File: src/rtl/uart_pkg.sv
// Shared types and defaults for the UART receive path.
// Holds the receive FSM state type and mid-start count helper.
package uart_pkg;

  localparam int OVERSAMPLE_DEF = 16;
  localparam int DATA_BITS_DEF  = 8;

  typedef enum logic [2:0] {
    IDLE,
    START,
    DATA,
    PARITY,
    STOP,
    BREAK
  } rx_state_t;

  // Tick count at which the start bit is re-checked (half a bit in).
  function automatic int midStart(input int os);
    return os / 2 - 1;
  endfunction

endpackage

File: src/rtl/uart_rx_sync.sv
// Two-flop synchronizer for the serial input, resets to line idle (1).
// Ports: clk, reset (async active-low), d (async in), q (synchronized).
module uart_rx_sync (
  input  logic clk,
  input  logic reset,
  input  logic d,
  output logic q
);

  logic meta;

  always_ff @(posedge clk or negedge reset) begin
    if (!reset) begin
      meta <= 1'b1;
      q    <= 1'b1;
    end else begin
      meta <= d;
      q    <= meta;
    end
  end

endmodule

File: src/rtl/uart_rx_ctrl.sv
// Oversampled UART receiver: start/data/parity/stop FSM plus a
// valid/ready output register with frame/parity errors and sticky overrun.
// Ports: clk, reset, tick, rx, parity_en, parity_odd, ready, clr_err ->
//        data, valid, frame_err, parity_err, overrun, busy.
module uart_rx_ctrl
  import uart_pkg::*;
#(
  parameter int DATA_BITS  = DATA_BITS_DEF,
  parameter int OVERSAMPLE = OVERSAMPLE_DEF
) (
  input  logic                 clk,
  input  logic                 reset,
  input  logic                 tick,
  input  logic                 rx,
  input  logic                 parity_en,
  input  logic                 parity_odd,
  input  logic                 ready,
  input  logic                 clr_err,
  output logic [DATA_BITS-1:0] data,
  output logic                 valid,
  output logic                 frame_err,
  output logic                 parity_err,
  output logic                 overrun,
  output logic                 busy
);

  localparam int CW = $clog2(OVERSAMPLE);
  localparam int BW = $clog2(DATA_BITS + 1);

  localparam logic [CW-1:0] CNT_LAST = CW'(OVERSAMPLE - 1);
  localparam logic [CW-1:0] CNT_MID  = CW'(midStart(OVERSAMPLE));
  localparam logic [BW-1:0] BIT_LAST = BW'(DATA_BITS - 1);

  logic                 rxS;
  rx_state_t            state;
  logic [CW-1:0]        cnt;
  logic [BW-1:0]        bitCnt;
  logic [DATA_BITS-1:0] shReg;
  logic                 xorAcc;
  logic                 cfgParEn;
  logic                 cfgParOdd;
  logic                 perr;
  logic                 ferr;
  logic                 complete;

  uart_rx_sync uSync (
    .clk   (clk),
    .reset (reset),
    .d     (rx),
    .q     (rxS)
  );

  assign busy = (state != IDLE);

  always_ff @(posedge clk or negedge reset) begin
    if (!reset) begin
      state     <= IDLE;
      cnt       <= '0;
      bitCnt    <= '0;
      shReg     <= '0;
      xorAcc    <= 1'b0;
      cfgParEn  <= 1'b0;
      cfgParOdd <= 1'b0;
      perr      <= 1'b0;
      ferr      <= 1'b0;
      complete  <= 1'b0;
    end else begin
      complete <= 1'b0;
      if (tick) begin
        unique case (state)
          IDLE: begin
            if (!rxS) begin
              state <= START;
              cnt   <= '0;
            end
          end
          START: begin
            if (cnt == CNT_MID) begin
              if (!rxS) begin
                state     <= DATA;
                cnt       <= '0;
                bitCnt    <= '0;
                xorAcc    <= 1'b0;
                perr      <= 1'b0;
                cfgParEn  <= parity_en;
                cfgParOdd <= parity_odd;
              end else begin
                state <= IDLE;
              end
            end else begin
              cnt <= cnt + 1'b1;
            end
          end
          DATA: begin
            if (cnt == CNT_LAST) begin
              shReg  <= {rxS, shReg[DATA_BITS-1:1]};
              xorAcc <= xorAcc ^ rxS;
              cnt    <= '0;
              bitCnt <= bitCnt + 1'b1;
              if (bitCnt == BIT_LAST) begin
                state <= cfgParEn ? PARITY : STOP;
              end
            end else begin
              cnt <= cnt + 1'b1;
            end
          end
          PARITY: begin
            if (cnt == CNT_LAST) begin
              perr  <= ((xorAcc ^ rxS) != cfgParOdd);
              cnt   <= '0;
              state <= STOP;
            end else begin
              cnt <= cnt + 1'b1;
            end
          end
          STOP: begin
            if (cnt == CNT_LAST) begin
              ferr     <= !rxS;
              complete <= 1'b1;
              cnt      <= '0;
              state    <= rxS ? IDLE : BREAK;
            end else begin
              cnt <= cnt + 1'b1;
            end
          end
          BREAK: begin
            // A held-low line must go high before a new start counts.
            if (rxS) begin
              state <= IDLE;
            end
          end
          default: state <= IDLE;
        endcase
      end
    end
  end

  always_ff @(posedge clk or negedge reset) begin
    if (!reset) begin
      data       <= '0;
      valid      <= 1'b0;
      frame_err  <= 1'b0;
      parity_err <= 1'b0;
      overrun    <= 1'b0;
    end else begin
      if (complete && (!valid || ready)) begin
        data       <= shReg;
        frame_err  <= ferr;
        parity_err <= perr;
        valid      <= 1'b1;
      end else if (valid && ready) begin
        valid <= 1'b0;
      end
      // Dropping a frame beats a simultaneous clear.
      if (complete && valid && !ready) begin
        overrun <= 1'b1;
      end else if (clr_err) begin
        overrun <= 1'b0;
      end
    end
  end

endmodule

File: config.mk
export PLATFORM = sky130hd
export DESIGN_NAME = uart_rx_ctrl
export DESIGN_NICKNAME = d
export VERILOG_FILES = /design/src/rtl/uart_pkg.sv /design/src/rtl/uart_rx_sync.sv /design/src/rtl/uart_rx_ctrl.sv
export SDC_FILE = /design/constraint.sdc
export NUM_CORES = 1
export LEC_CHECK = 0
export CORE_ASPECT_RATIO = 2
export CORE_MARGIN = 3
export CORE_UTILIZATION = 35
export DETAILED_ROUTE_END_ITERATION = 12
export GPL_ROUTABILITY_DRIVEN = 1
export SETUP_SLACK_MARGIN = 0.5
export SLEW_MARGIN = 20
export SYNTH_ARGS = -nofsm -noshare
export SYNTH_HDL_FRONTEND = slang
export SYNTH_SLANG_ARGS = --single-unit
File: constraint.sdc
create_clock -name clk -period 2.8 [get_ports clk]
set_input_delay 0.42 -clock clk [delete_from_list [all_inputs] [get_ports clk]]
set_output_delay 0.42 -clock clk [all_outputs]
set_load 0.1 [all_outputs]
==> results of run 1 <==
-- state kept, by name, summed over array words and instances, names as in the netlist, 3 cells and up --
signal / count
data: 8
shReg: 8
bitCnt: 4
cnt: 4
state: 3
-- final cells by class --
type | count | area [sq um]
clock buffer | 5 | 68.8
clock inverter | 3 | 46.3
fill | 513 | 2990
inverter | 8 | 30.0
multi-input combinational | 106 | 833
sequential | 39 | 978
tap | 58 | 72.6
timing repair buffer | 20 | 163
-- cell usage in the layout (no fill, tap or decap), types with 3 or more instances in the layout --
| master | Yosys | routed |
|---|---|---|
| a21oi_1 | 3 | 3 |
| o31ai_1 | 3 | 3 |
| mux2_2 | 14 | 14 |
| nor2_1 | 5 | 5 |
| nor2b_1 | 3 | 3 |
| nand2b_1 | 5 | 5 |
| inv_1 | 8 | 8 |
| buf_4 | 0 | 13 |
| o21ai_0 | 9 | 9 |
| mux2_4 | 7 | 7 |
| clkdlybuf4s50_1 | 0 | 6 |
| nor3_1 | 3 | 3 |
| nand3_1 | 8 | 8 |
| clkbuf_8 | 0 | 5 |
| nand2_1 | 9 | 9 |
| dfrtp_1 | 37 | 37 |
-- metal layers --
metal  wire, um  GRT usage [%]  vias up
li1           -              -      620
met1       1390           14.5      665
met2       2110           24.6       33
met3        164           2.70       11
met4        139           7.79        0
met5          0              0        -
-- cell families after synthesis --
logic type / count (synthesis) / share of synthesized area, %
compound gates: 35 / 13.5
flops: 39 / 52.1
buf+inv: 14 / 3.47
xor+xnor: 2 / 0.934
mux: 22 / 14.5
fa+ha+maj: 2 / 1.33
simple gates: 45 / 14.1
-- where the power goes --
| group | switching, W | total (W) | internal (W) |
|---|---|---|---|
| registers | 0.000117 | 0.000735 | 0.000618 |
| clock network | 0.000216 | 0.000485 | 0.000269 |
| logic | 0.000299 | 0.000486 | 0.000187 |
-- worst max-delay path: stages (launching register included) --
cell and delay (ns):
dfrtp_1 0.67, nor3b_4 0.35, and2_1 0.21, nand2_1 0.32
mux2_4 0.42
-- per-stage QoR --
stage | cell area (sq um) | utilization (%) | hold WS [ns]
4_1_cts | 2190 | 42.3 | 0.251
3_3_place_gp | 2080 | 40.1 | 0.346
5_1_grt | 2190 | 42.3 | 0.285
2_1_floorplan | 1880 | - | 0.124
3_5_place_dp | 2080 | 40.1 | 0.347
6_report | 2190 | 42.3 | 0.218
-- how the worst min path moves through the flow --
stage               startpoint   endpoint  slack, ns  depth (start not counted)
floorplan                reset  bitCnt[0]       0.12                          0
CTS                      reset    data[4]       0.25                          1
detailed placement  uSync.meta    uSync.q       0.35                          0
global route             reset    data[4]       0.29                          1
finish                   reset    data[4]       0.22                          1
global placement    uSync.meta    uSync.q       0.35                          0
==> run metrics, run 1 <==
outcome=completed; final hold vios=0; placed insts=231; DPL Wire Length=2820 um; antenna violations before repair=0; Vias/cell=5.56; DP Worst Slack=0.646 ns; pwr/cell area=778 nW/um^2; post-CTS sizing=0; DR vias=1329; DIE AREA=6330 sq um; clock-pin transition on the worst setup and hold timing paths=0.09 ns; Worst Path Arrival=2.27 ns; core area=5180 sq um; initial drt markers=29; fraction of layout cells with a size suffix above 1=28.2%; worst slew pin tran=0.832 ns; Mapped Cells=159; CTS root buf=clkbuf_8; top-count cell post-synth=dfrtp_1; Max VDD drop=726 uV; R2R cell count=4; GP Congestion=0.816; relative slew slack=44.6%; CTS tree=yes; grt ovf=0; Nets=190; CTS H-tree depth=2; worst r2r src=state[1]; Post-synth top flop=dfrtp_1; Worst Setup EP=shReg[1]; post-synth cell types=47; Total Wirelength=3800 um; kind of critical path=reg2reg; Clock Latency Late Sink=0.29 ns; fmax=480 MHz; max-slew violation count=0; Setup Viol. Count Final=0; Max clock buf depth=2; Syn-to-layout area delta=16.8%; max cap viols=0; drt first pass iters=4; unrepaired setup endpoints after global routing=no; EDFF count, synth=0; Synth area leader=dfrtp_1; largest net degree at the start of global routing=40; CTS sink cnt=39; IO buf count=20; number of synthesized register bits=39; Chip Width=57.8 um; final setup margin=0.715 ns; Worst Skew=0.00708 ns; Synth Net Count=169; vias in the first global route=1404; chip height=110 um; Crit. End Element=flip-flop; yosys warns=0; final cell count without fillers=239; Netlist Area Pre-Place=1880 sq um; first-pass GRT wire length=6640 um; reg2reg setup slack=0.71 ns; TNS Setup=0 ns; post-synth top area share=49.3%; io pins=21; starting density of the core=36.2%; Final min period=2.09 ns; average wire per standard cell=15.9 um; Avg Inst Size Synth=11.8 sq um; crit path max fanout=16; Synth area leaders=dfrtp_1 49%, mux2_2 8.4%, mux2_4 5.6%, dfstp_2 2.8%, o21ai_0 2.4%; cts bufs inserted=5; hold buffers post-CTS=0; DRC=0; # diodes=0; Post-synth top cells=37 x dfrtp_1, 14 x mux2_2, 9 x nand2_1, 9 x o21ai_0; Hold WC Path Type=in2async; postcts setup bufs=0; Worst R2R End=shReg[1]; CP startpoint=state[1]; Row Count=37; Setup crit start kind=flip-flop; Synth async-reset ratio=100%; final period utilization=74.5%; register area share after synthesis=52.1%; Global Route Usage Sum=13.7%; Pleak=1.03 nW; ANT nets after route=0; Tot Pwr=0.00171 W; CP required=2.99 ns
(Power assumes the default switching activity.)
==> run 2: changes to the inputs <==
Clock period 2.8 ns to 1.99 ns, I/O delays scaled along.
==> run 2 against run 1 <==
  * Via count grew 17%
  * Clock power is 16% higher
  * Critical path depth decreased by 1
  * Clock-buffer cell count grew 2
  * Global-route usage increased by 3.2 points
  * Critical path type is now reg2out
  * Highest routed layer unchanged
==> run metrics, run 2 (same netlist as run 1, synthesis figures left out) <==
Setup crit start kind=flip-flop; placed insts=237 (+2.6%); cts bufs inserted=5 (unchanged); Tot Pwr=0.00310 W (+82%); antenna violations before repair=0 (unchanged); sw frac=38.2% (+1.1 points); Cell Int Power=0.00192 W (+79%); kind of critical path=reg2out; Hold WC Path Type=reg2reg; DR vias=1553 (+17%); relative slew slack=65.6% (+21 points); # diodes=0 (unchanged); GR peak layer=met2; Final min period=1.76 ns; vias in the first global route=1643 (+17%); final period utilization=88.7%; CP required=1.69 ns (-1.30 ns); Worst R2R End=state[0]; TNS Setup=0 ns (unchanged); starting density of the core=36.2% (unchanged); Seq pwr share=31.7% (-11 points); Max clock buf depth=2 (unchanged); CTS root buf=clkbuf_8; clock-pin transition on the worst setup and hold timing paths=0.08 ns (about the same); Psw=0.00118 W (+87%); highest-delay cell along the critical path=dfrtp_2; DPL Wire Length=3080 um (+9.4%); Setup Viol. Count Final=0 (unchanged); final core area utilization=53.4% (+11 points); first-pass GRT wire length=7970 um (+20%); worst slew pin tran=0.516 ns (-0.316 ns); DRC=0 (unchanged); chip height=110 um (unchanged); Worst Skew=0.0102 ns (+0.00311 ns); Worst Path Arrival=1.47 ns (-0.80 ns); Vias/cell=5.67 (+1.9%); Global Route Usage Sum=16.9% (+3.2 points); CP Cell Sequence=buf_6 > or3_4 > buf_12; core area=5180 sq um (unchanged); Chip Width=57.8 um (unchanged); Crit. End Element=output pin; Pleak=1.27 nW (+23%); most frequent cells in the layout=33 x dfrtp_1, 33 x buf_4, 13 x mux2_2, 9 x buf_6; Syn-to-layout area delta=47.6%; WHS Endpoint=uSync.q; max-slew violation count=0 (unchanged); fmax=567 MHz; final cell count without fillers=274 (+15%); CTS H-tree depth=2 (unchanged); largest net degree at the start of global routing=23 (-43%); met3 Usage GRT=2.94% (+0.24 points); ANT nets after route=0 (unchanged); Clock Latency Late Sink=0.30 ns (about the same); Max VDD drop=1010 uV (+40%); initial drt markers=51 (+76%); io pins=21 (unchanged); fraction of layout cells with a size suffix above 1=56.9% (+29 points); met2 usage=30.6% (+6.0 points); CTS sink cnt=39 (unchanged); fill cell count=451 (-12%); hold path start=uSync.meta; Hold Path Depth=0; hold_ws=0.364 ns (+0.147 ns); grt ovf=0 (unchanged); worst r2r src=state[1]; outcome=completed; IO buf count=20 (unchanged); Reg area=986 sq um (+0.77%); Total Wirelength=5230 um (+38%); biggest regs=data: 8 flops, shReg: 8 flops; Crit path buffers/inverters=2 (+2); max cap viols=0 (unchanged); pwr/cell area=1120 nW/um^2 (+44%); DIE AREA=6330 sq um (unchanged); crit-path leading delay family=flip-flops; CTS tree=yes; Clock power frac=18.1% (-10 points); average wire per standard cell=19.1 um (+20%); crit path max fanout=3 (-13); final hold vios=0 (unchanged); drt first pass iters=4 (unchanged); Row Count=37 (unchanged); Comb power frac=50.1% (+22 points); Nets=225 (+18%); GP Congestion=0.821 (+0.56%); unrepaired setup endpoints after global routing=yes; highest cell delay on the worst timing path=0.44 ns (-0.23 ns); met1 GRT Util=16.9% (+2.4 points); R2R cell count=8 (+4); Multi-input gate area=1090 sq um (+31%); reg2reg setup slack=0.25 ns (-0.46 ns)
## run 2: cell count changes in the layout (fill, tap and decap cells not counted), sizes merged
| cell | change |
|---|---|
| buf | +33 |
| bufinv | -1 |
| clkbuf | +3 |
| clkdlybuf4s50 | -1 |
| clkinv | +1 |
| clkinvlp | -1 |
| dlygate4sd3 | +1 |
| inv | -1 |
| nand2 | +1 |
## run 2: worst max path at each step
stage / startpoint / endpoint / slack (ns) / depth (start not counted)
5_1_grt: state[1] / busy / 0.20 / 3
3_3_place_gp: tick / perr / 0.17 / 5
2_1_floorplan: cnt[0] / cnt[2] / 0.38 / 5
6_report: state[1] / busy / 0.23 / 3
3_5_place_dp: tick / perr / 0.09 / 4
4_1_cts: state[1] / busy / 0.23 / 3
## run 2: area by class of cell
class	count	share of cell area, %
Clock buffer	7	3.12
Clock inverter	1	0.181
Inverter	8	1.08
Multi-Input combinational cell	107	39.4
Sequential cell	39	35.6
Tap cell	58	2.62
Timing Repair Buffer	54	18.0
## run 2: metal layers
metal | up-vias | part of all wire [%]
met5 | - | 0
met4 | 0 | 5.9
met3 | 23 | 4.8
met2 | 68 | 54
met1 | 768 | 35
li1 | 694 | -
## run 2: what timing repair did
action,4_1_cts,5_1_grt
gates resized for setup,44,20
endpoints found under the hold margin,21,0
hold buffers,1,0
pin swaps,19,11
buffers inserted,23,4
cloned,1,0
endpoints found under the setup margin,25,26
## run 2: through the flow
stage                     setup WS (ns)  area [sq um]
after global placement            0.168          2190
after detailed placement         0.0950          2190
after CTS                         0.232          2660
final                             0.226          2770
after floorplan                   0.377          1920
after global routing              0.202          2770
## run 2: power groups by stage
| stage | sequential, W | clock (W) | combinational, W |
|---|---|---|---|
| 6_report | 0.000984 | 0.000563 | 0.00155 |
| 4_1_cts | 0.000978 | 0.000569 | 0.00137 |
| 2_1_floorplan | 0.000963 | 0 | 0.000629 |
| 3_3_place_gp | 0.00103 | 0 | 0.000843 |
| 5_1_grt | 0.000991 | 0.000606 | 0.00163 |
| 3_5_place_dp | 0.00103 | 0 | 0.000864 |
==> run 3: changes to the inputs <==
Settings changed: CTS_CLUSTER_DIAMETER set to 30.
==> results of run 3 <==
No change in the layout: final DEF, timing and power equal those of run 2.
